### src/rtl/lvds_link_sequencer.sv
// lvds_link_sequencer: bring-up and supervision FSM for the LVDS PRBS loopback link.
// Ports: rx_slowclk/rst; PLL, aligner and PRBS status in; retrain request in;
//   PLL/aligner/checker resets and aligner start out; link_up, link_fail, state;
//   retry_cnt, drop_cnt and err_cnt diagnostic counters.
module lvds_link_sequencer #(
   parameter int unsigned PLL_RST_CYCLES = 16,
   parameter int unsigned LOCK_TIMEOUT   = 16'hFFFF,
   parameter int unsigned SETTLE_CYCLES  = 1024,
   parameter int unsigned ALIGN_TIMEOUT  = 16'hFFFF,
   parameter int unsigned PASS_CYCLES    = 1024,
   parameter int unsigned VERIFY_TIMEOUT = 16'hFFFF,
   parameter int unsigned ERR_RUN        = 16,
   parameter int unsigned MAX_RETRY      = 7
) (
   input  logic        rx_slowclk,
   input  logic        rst,
   input  logic        txpll_locked,
   input  logic        rxpll_locked,
   input  logic        fa_lock,
   input  logic        prbs_stat,
   input  logic        retrain,
   output logic        pll_rstn,
   output logic        fa_rstn,
   output logic        fa_start,
   output logic        chk_rstn,
   output logic        link_up,
   output logic        link_fail,
   output logic [2:0]  state,
   output logic [7:0]  retry_cnt,
   output logic [7:0]  drop_cnt,
   output logic [15:0] err_cnt
);

   typedef enum logic [2:0] {
      S_RESET_PLL = 3'd0,
      S_WAIT_LOCK = 3'd1,
      S_SETTLE    = 3'd2,
      S_ALIGN     = 3'd3,
      S_VERIFY    = 3'd4,
      S_LINK_UP   = 3'd5,
      S_FAIL      = 3'd6
   } state_t;

   localparam logic [15:0] PLL_LAST    = 16'(PLL_RST_CYCLES - 1);
   localparam logic [15:0] LOCK_LAST   = 16'(LOCK_TIMEOUT - 1);
   localparam logic [15:0] SETTLE_LAST = 16'(SETTLE_CYCLES - 1);
   localparam logic [15:0] ALIGN_LAST  = 16'(ALIGN_TIMEOUT - 1);
   localparam logic [15:0] PASS_LAST   = 16'(PASS_CYCLES - 1);
   localparam logic [15:0] VERIFY_LAST = 16'(VERIFY_TIMEOUT - 1);
   localparam logic [15:0] RUN_LAST    = 16'(ERR_RUN - 1);
   localparam logic [7:0]  RETRY_MAX   = 8'(MAX_RETRY);

   state_t      cur;
   state_t      nxt;
   logic [15:0] timer;
   logic [15:0] pass_cnt;
   logic [15:0] run_cnt;
   logic        locks;
   logic        fault;
   logic        drop_ev;
   logic        pass_ok;
   logic        timer_clr;
   logic [7:0]  retry_inc;

   assign locks     = txpll_locked & rxpll_locked;
   assign retry_inc = (retry_cnt == 8'hFF) ? 8'hFF : retry_cnt + 8'd1;
   assign timer_clr = retrain | (nxt != cur);
   assign state     = cur;

   always_comb begin
      nxt     = cur;
      fault   = 1'b0;
      drop_ev = 1'b0;
      pass_ok = 1'b0;
      unique case (cur)
         S_RESET_PLL: begin
            if (timer == PLL_LAST) nxt = S_WAIT_LOCK;
         end
         S_WAIT_LOCK: begin
            if (locks) nxt = S_SETTLE;
            else if (timer == LOCK_LAST) fault = 1'b1;
         end
         S_SETTLE: begin
            if (!locks) fault = 1'b1;
            else if (timer == SETTLE_LAST) nxt = S_ALIGN;
         end
         S_ALIGN: begin
            if (!locks) fault = 1'b1;
            else if (fa_lock) nxt = S_VERIFY;
            else if (timer == ALIGN_LAST) fault = 1'b1;
         end
         S_VERIFY: begin
            if (!locks || !fa_lock) begin
               fault = 1'b1;
            end else if (prbs_stat && pass_cnt == PASS_LAST) begin
               nxt     = S_LINK_UP;
               pass_ok = 1'b1;
            end else if (timer == VERIFY_LAST) begin
               fault = 1'b1;
            end
         end
         S_LINK_UP: begin
            // several coincident causes still count as one drop
            if (!locks || !fa_lock ||
                (!prbs_stat && run_cnt == RUN_LAST)) begin
               fault   = 1'b1;
               drop_ev = 1'b1;
            end
         end
         S_FAIL: begin
            nxt = S_FAIL;
         end
         default: begin
            nxt = S_RESET_PLL;
         end
      endcase
      if (fault) begin
         nxt = (retry_inc == RETRY_MAX) ? S_FAIL : S_RESET_PLL;
      end
      if (retrain) begin
         nxt     = S_RESET_PLL;
         fault   = 1'b0;
         drop_ev = 1'b0;
         pass_ok = 1'b0;
      end
   end

   always_ff @(posedge rx_slowclk or posedge rst) begin
      if (rst) begin
         cur       <= S_RESET_PLL;
         timer     <= '0;
         pass_cnt  <= '0;
         run_cnt   <= '0;
         retry_cnt <= '0;
         drop_cnt  <= '0;
         err_cnt   <= '0;
         pll_rstn  <= 1'b0;
         fa_rstn   <= 1'b0;
         fa_start  <= 1'b0;
         chk_rstn  <= 1'b0;
         link_up   <= 1'b0;
         link_fail <= 1'b0;
      end else begin
         cur   <= nxt;
         timer <= timer_clr ? 16'd0 : timer + 16'd1;

         if (timer_clr || cur != S_VERIFY || !prbs_stat) pass_cnt <= '0;
         else pass_cnt <= pass_cnt + 16'd1;

         if (timer_clr || cur != S_LINK_UP || prbs_stat) run_cnt <= '0;
         else run_cnt <= run_cnt + 16'd1;

         if (retrain || pass_ok) retry_cnt <= '0;
         else if (fault) retry_cnt <= retry_inc;

         if (retrain) drop_cnt <= '0;
         else if (drop_ev && drop_cnt != 8'hFF) drop_cnt <= drop_cnt + 8'd1;

         if (retrain) err_cnt <= '0;
         else if (cur == S_LINK_UP && !prbs_stat && err_cnt != 16'hFFFF)
            err_cnt <= err_cnt + 16'd1;

         // decoded from the next state so they track state exactly
         pll_rstn  <= !(nxt == S_RESET_PLL || nxt == S_FAIL);
         fa_rstn   <= (nxt == S_ALIGN || nxt == S_VERIFY || nxt == S_LINK_UP);
         fa_start  <= (nxt == S_ALIGN || nxt == S_VERIFY || nxt == S_LINK_UP);
         chk_rstn  <= (nxt == S_VERIFY || nxt == S_LINK_UP);
         link_up   <= (nxt == S_LINK_UP);
         link_fail <= (nxt == S_FAIL);
      end
   end

endmodule
### config.mk
export PLATFORM = sky130hd
export DESIGN_NAME = lvds_link_sequencer
export DESIGN_NICKNAME = d
export VERILOG_FILES = /design/src/rtl/lvds_link_sequencer.sv
export SDC_FILE = /design/constraint.sdc
export NUM_CORES = 1
export LEC_CHECK = 0
export ABC_AREA = 1
export CORE_MARGIN = 10
export CORE_UTILIZATION = 52
export CTS_CLUSTER_DIAMETER = 150
export CTS_CLUSTER_SIZE = 30
export DETAILED_ROUTE_END_ITERATION = 10
export GPL_TIMING_DRIVEN = 0
export PLACE_DENSITY = 0.82
export SLEW_MARGIN = 20
export SYNTH_ARGS = -nofsm -noshare
export SYNTH_HDL_FRONTEND = slang
export SYNTH_SLANG_ARGS = --single-unit
### constraint.sdc
create_clock -name rx_slowclk -period 3.02 [get_ports rx_slowclk]
set_input_delay 0.604 -clock rx_slowclk [delete_from_list [all_inputs] [get_ports rx_slowclk]]
set_output_delay 0.604 -clock rx_slowclk [all_outputs]
set_load 0.02 [all_outputs]
---- Yosys cells after proc, flatten, opt, wreduce, memory -nomap -nowiden ----
Cells that the tools add are included.
word-level totals
  input bits .............................. 7
  logic and storage cells ................. 105
  flip-flop bits (word level) ............. 88
operators by class
  $add $sub $neg .......................... 6
  bitwise gates (word level) .............. 2
  equal/unequal tests ..................... 22
  reductions and logical operators ........ 25
  muxes and demuxes ....................... 38
operators by type and width
  kind                   number
  $mux 16                5
  $add 16x1->16 const B  4
  $mux 8                 5
  $mux 3                 11
  $eq 16x10->1 const B   2
  $eq 16x4->1 const B    2
  $pmux 3 s7             1
  $eq 3x3->1 const B     6
  $add 8x1->8 const B    2
  $eq 16x16->1 const B   1
  $ne 16x16->1 const B   1
  $mux 1                 15
  $logic_or 1x1->1       11
  $eq 3x2->1 const B     3
  $eq 8x3->1 const B     1
  $eq 8x8->1 const B     1
  $ne 8x8->1 const B     1
  $logic_not 3->1        2
  $ne 3x3->1 const B     2
  $reduce_bool 2->1      3
  $logic_and 1x1->1      5
  $pmux 1 s5             1
  $logic_not 1->1        4
  $eq 3x1->1 const B     1
  3 further kinds        3

---- Depth between registers and ports, before layout ----
  word-level depth ........................ 13
  depth in mapped cells ................... 17
  gate-level depth less buffers ........... 16

---- Worst setup path after synthesis ----
Ideal clock, no wire load.
  path type ............................... flip-flop to flip-flop
  start point ............................. register retry_cnt[0]
  end point ............................... register pass_cnt[12]
  library setup time ...................... 124 ps
  cell stages (with the launch flop) ...... 18
  required time ........................... 2896 ps
  setup slack ............................. 746 ps
  arrival time ............................ 2150 ps
  clock period less this slack ............ 2274 ps
  path through ............................ dfrtp_1 -> ha_1 -> nand2_1 -> nor2_4 -> nand3_2 -> nor2_4 -> inv_2 -> nand2_2 -> nand2_1 -> nor2_1 -> nand2_1 -> nand2_4 -> nand3_2 -> nand2_2 -> nand2_4 -> nand4_4 -> buf_12 -> nor2_4
between the ends
  word-level cells in the longest chain between the ends .. 11
  elaborated cells between the ends (all ways) .. 12
  classes of those cells .................. add/sub (1); eq/ne (3); mux (5); bitwise (1); reduce/logical (2)
ends and longest elaborated chain
  what                                       RTL line  text
  from (decl)                                29        output logic [7:0] retry_cnt,
  from (signal assigned)                     154       else if (fault) retry_cnt <= retry_inc;
  $add 8x1->8 or $eq 8x8->1 (tied branches)  66        assign retry_inc = (retry_cnt == 8'hFF) ? 8'hFF : retry_cnt + 8'd1;
  $mux 8 (*)                                 66
  $eq 8x3->1 (*)                             118       nxt = (retry_inc == RETRY_MAX) ? S_FAIL : S_RESET_PLL;
  $mux 3 (*)                                 118
  $mux 3 (*)                                 117       if (fault) begin
  $mux 3 (*)                                 120       if (retrain) begin
  $ne 3x3->1 (*)                             67        assign timer_clr = retrain | (nxt != cur);
  $or 1x1->1 (*)                             67
  $logic_or 1x1->1 (*) (2 in series)         147       if (timer_clr || cur != S_VERIFY || !prbs_stat) pass_cnt <= '0;
  $mux 16 (*)                                147
  to (signal assigned)                       148       else pass_cnt <= pass_cnt + 16'd1;
  to (decl)                                  56        logic [15:0] pass_cnt;
Mark *: on every way between the ends. The rest lies on a longest branch, timed or not.
A chain may end at the register's enable or synchronous reset.

---- Final worst setup path ----
  start point ............................. input txpll_locked
  end point ............................... register run_cnt[12]
between the ends
  word-level cells in the longest chain between the ends .. 13
  elaborated cells between the ends (all ways) .. 22
  classes of those cells .................. eq/ne (1); mux (14); bitwise (2); reduce/logical (5)
ends and longest elaborated chain
  what                                RTL line  text
  from (decl)                         17        input logic txpll_locked,
  $and 1x1->1 (*)                     65        assign locks = txpll_locked & rxpll_locked;
  $logic_not 1->1                     93, 104
  $logic_or 1x1->1                    93, 104
  $logic_or 1x1->1                    104       if (!locks || !fa_lock ||
  $mux 1                              104
  $pmux 1 s5                          75        unique case (cur)
  $mux 3 (*)                          117
  $mux 3 (*)                          120
  $ne 3x3->1 (*)                      67
  $or 1x1->1 (*)                      67
  $logic_or 1x1->1 (*) (2 in series)  150       if (timer_clr || cur != S_LINK_UP || prbs_stat) run_cnt <= '0;
  $mux 16 (*)                         150
  to (signal assigned)                151       else run_cnt <= run_cnt + 16'd1;
  to (decl)                           57        logic [15:0] run_cnt;
Marked as above.

==> flow_summary_export.csv <==
group,metric,value,unit
cts,insertion_delay,370,ps
die,die_h,118,um
synth,netlist_top_cells_count,"nor2_1, dfrtp_1, nand2_1",
grt,grt_pass1_wl,18500,um
finish,multi_input_area,2380,sq um
cts,clkTransAtPathRegs,90,ps
synth,synth_top_family_by_area,"simple AND/OR/NAND/NOR gates",
grt,grtUsageTotal,0.155,
sta,worst_pin_slew,795,ps
placed_design,gp_congestion,0.901,
pwr,leakage,2.52,nW
run_status,status,"completed",
routing,wl_per_cell,13.4,um
finish,instances_no_fill,775,
finish,register_area,2200,sq um
finish,area_growth,17.6,%
synth,synth_compound_area_frac,0.0630,
routing,vias,4008,
die,rows,35,
grt,grt_max_degree,47,
pwr,p_seq_frac,0.472,
pwr,intPower,1.87,mW
grt,grt_overflow,0,
routing,drt_wl_total,10400,um
finish,fillers,762,
placed_design,io_buffers,46,
synth,avgSynthCellArea,8.52,sq um
synth,synth_mux_area_frac,0,
pwr,powerDensity,454,nW/um^2
min_path,hp-class,"flip-flop to flip-flop",
sta,min_period,2640,ps
synth,async_flop_share,1.00,
synth,synth.most_common_cell,"nor2_1",
sta,post-route-period-util,0.874,
routing,drt-pass1-iter-count,5,
setup_path,cp-end-kind,"flip-flop",
die,start_util,0.535,
routing,ant_nets,0,
synth,syn_inst,583,
cts,cts.sinks,88,
synth,synth_area_leader_cell,"dfrtp_1",
die,dieArea,13900,sq um
synth,syn_area,4970,sq um
synth,ys_seq_area_frac,0.443,
cts,cts-resized-gates,0,
sta,hold_slack,458,ps
synth,ys_ff_latch,88,
die,die_x,118,um
pwr,ir_worst_vdd,0.268,mV
synth,synth_top_area_frac,0.443,
pwr,combPwrFrac,0.177,
grt,antenna_found_initial,0,
synth,yosys.area_share.simple,0.330,
placed_design,placed_cells,759,
sta,max_freq,379,MHz
synth,synth_edf_count,0,
synth,synth_area_leaders,"dfrtp_1, nor2_1, nor2_4",
routing,drt_iter0_markers,326,
setup_path,critical_path_class,"input port to flip-flop",
routing,avgViaCountPerCell,5.17,
setup_path,path_max_fanout,10,
cts,ctsLongestPathBuffers,2,
synth,synth-warning-count,0,
sta,finalClockSkew,12.4,ps
cts,ctsHoldBuffers,0,
setup_path,critPathArrivalTime,2940,ps
finish,diodes,0,
cts,cts_tree,"done",
sta,final_max_slew_viol_count,0,
die,core,9280,sq um
synth,yosys.area_share.adder,0.0176,
pwr,power.switching_fraction,0.296,
cts,root_buffer,"clkbuf_8",
setup_path,worstSetupStartpointType,"input port",
cts,post_cts_buffers,0,
setup_path,r2r_slack,560,ps
pwr,power_frac_clock,0.352,
pwr,p_sw,787,uW
synth,synth_ff_type,"dfrtp_1",
synth,ys_types,39,
finish,drive_above_1_share,0.130,
sta,finalHoldViolCount,0,
placed_design,hpwl,7640,um
setup_path,required,3320,ps
die,ioPinCount,48,
synth,synth_nets,597,
job,cap_violations,0,
sta,rsz0062_at_grt,"no",
sta,relSlewSlack,0.466,
cts,h-tree-depth,3,
synth,synthXorXnorAreaFrac,0.0687,
sta,setup_viol,0,
routing,remaining_drc_errors,0,
finish,nNetsFinal,655,
cts,cts_buffers,9,
grt,grt_pass1_vias,4065,
cell type report:
class,count,area share
sequential,88,0.377
clock inverter,6,0.0156
tap,129,0.0276
inverter,81,0.0525
multi-input combinational,405,0.408
buffer,9,0.0139
clock buffer,10,0.0236
timing repair buffer,47,0.0822
flip-flops by register name, indices dropped and copies added, names as in the netlist, 3 cells and up:
register / count
drop_cnt: 8
err_cnt: 16
pass_cnt: 16
retry_cnt: 8
run_cnt: 16
state: 3
timer: 16
worst max-delay path: stages:
cell and delay, ps:
clkdlybuf4s50_1 390, nand2_1 220, inv_2 80, nand2_1 80, clkinv_1 180, o21ai_1 200
nand3_2 150, inv_2 90, nor2_4 50, nand2_2 100, nor2_1 80, nor2_4 220
nand4_4 200, buf_12 220, nor2_4 70
kinds of logic after synthesis:
family	count (synthesis)
DFF	88
buffers and inverters	90
and+or+nand+nor	303
xor gates and xnor gates	39
AOI/OAI and AO/OA	56
adders and majority gates	7
final timing paths:
check | depth (start not counted) | start | to
max in group asynchronous | 3 | rst | err_cnt[14]
min | 1 | pass_cnt[0] | pass_cnt[0]
max reg2reg | 16 | err_cnt[0] | err_cnt[15]
min in group asynchronous | 2 | rst | run_cnt[8]
max | 15 | txpll_locked | run_cnt[12]
min reg2reg | 1 | pass_cnt[0] | pass_cnt[0]
power groups by stage:
| stage | combinational, mW | sequential (mW) | clock [mW] |
|---|---|---|---|
| after floorplan | 0.302 | 1.30 | 0 |
| after global routing | 0.518 | 1.26 | 0.997 |
| after CTS | 0.474 | 1.25 | 0.947 |
| after detailed placement | 0.470 | 1.28 | 0 |
| final | 0.469 | 1.25 | 0.933 |
| after global placement | 0.456 | 1.27 | 0 |
cell usage in the layout (no fill, tap or decap), types with 3 or more instances in the layout:
cell type / n
o22ai_1: 5
xnor2_1: 13
buf_12: 3
nor2_4: 29
buf_4: 3
nor3_1: 15
nand2_2: 6
dfrtp_1: 88
nand4_1: 10
clkinvlp_4: 3
nand4_2: 4
ha_1: 7
o21ai_0: 24
inv_2: 7
nand3_2: 7
clkbuf_8: 10
inv_1: 71
nand2_1: 81
nand2_4: 3
and3_1: 4
xor2_1: 26
nor2_1: 100
nand3_1: 36
a21oi_1: 17
clkdlybuf4s50_1: 46
stage by stage:
stage / power (mW) / TNS, ps / instance area (sq um) / utilization / worst slack (ps)
6_report: 2.65 / 0 / 5840 / 0.629 / 380
5_1_grt: 2.78 / 0 / 5840 / 0.629 / 118
4_1_cts: 2.67 / 0 / 5840 / 0.629 / 402
3_5_place_dp: 1.75 / 0 / 5610 / 0.605 / 53.7
3_3_place_gp: 1.73 / -103940 / 5590 / 0.602 / -1190
2_1_floorplan: 1.60 / 0 / 4970 / - / 137
routing by layer:
layer  global-route usage  up-vias  part of all wire
met1                0.181     1910              0.44
met3               0.0307       15             0.046
met4               0.0611        0             0.016
met5                    0        -                 0
li1                     -     1976                 -
met2                0.272      107              0.50
No activity file was read; power rests on OpenSTA's default activity.
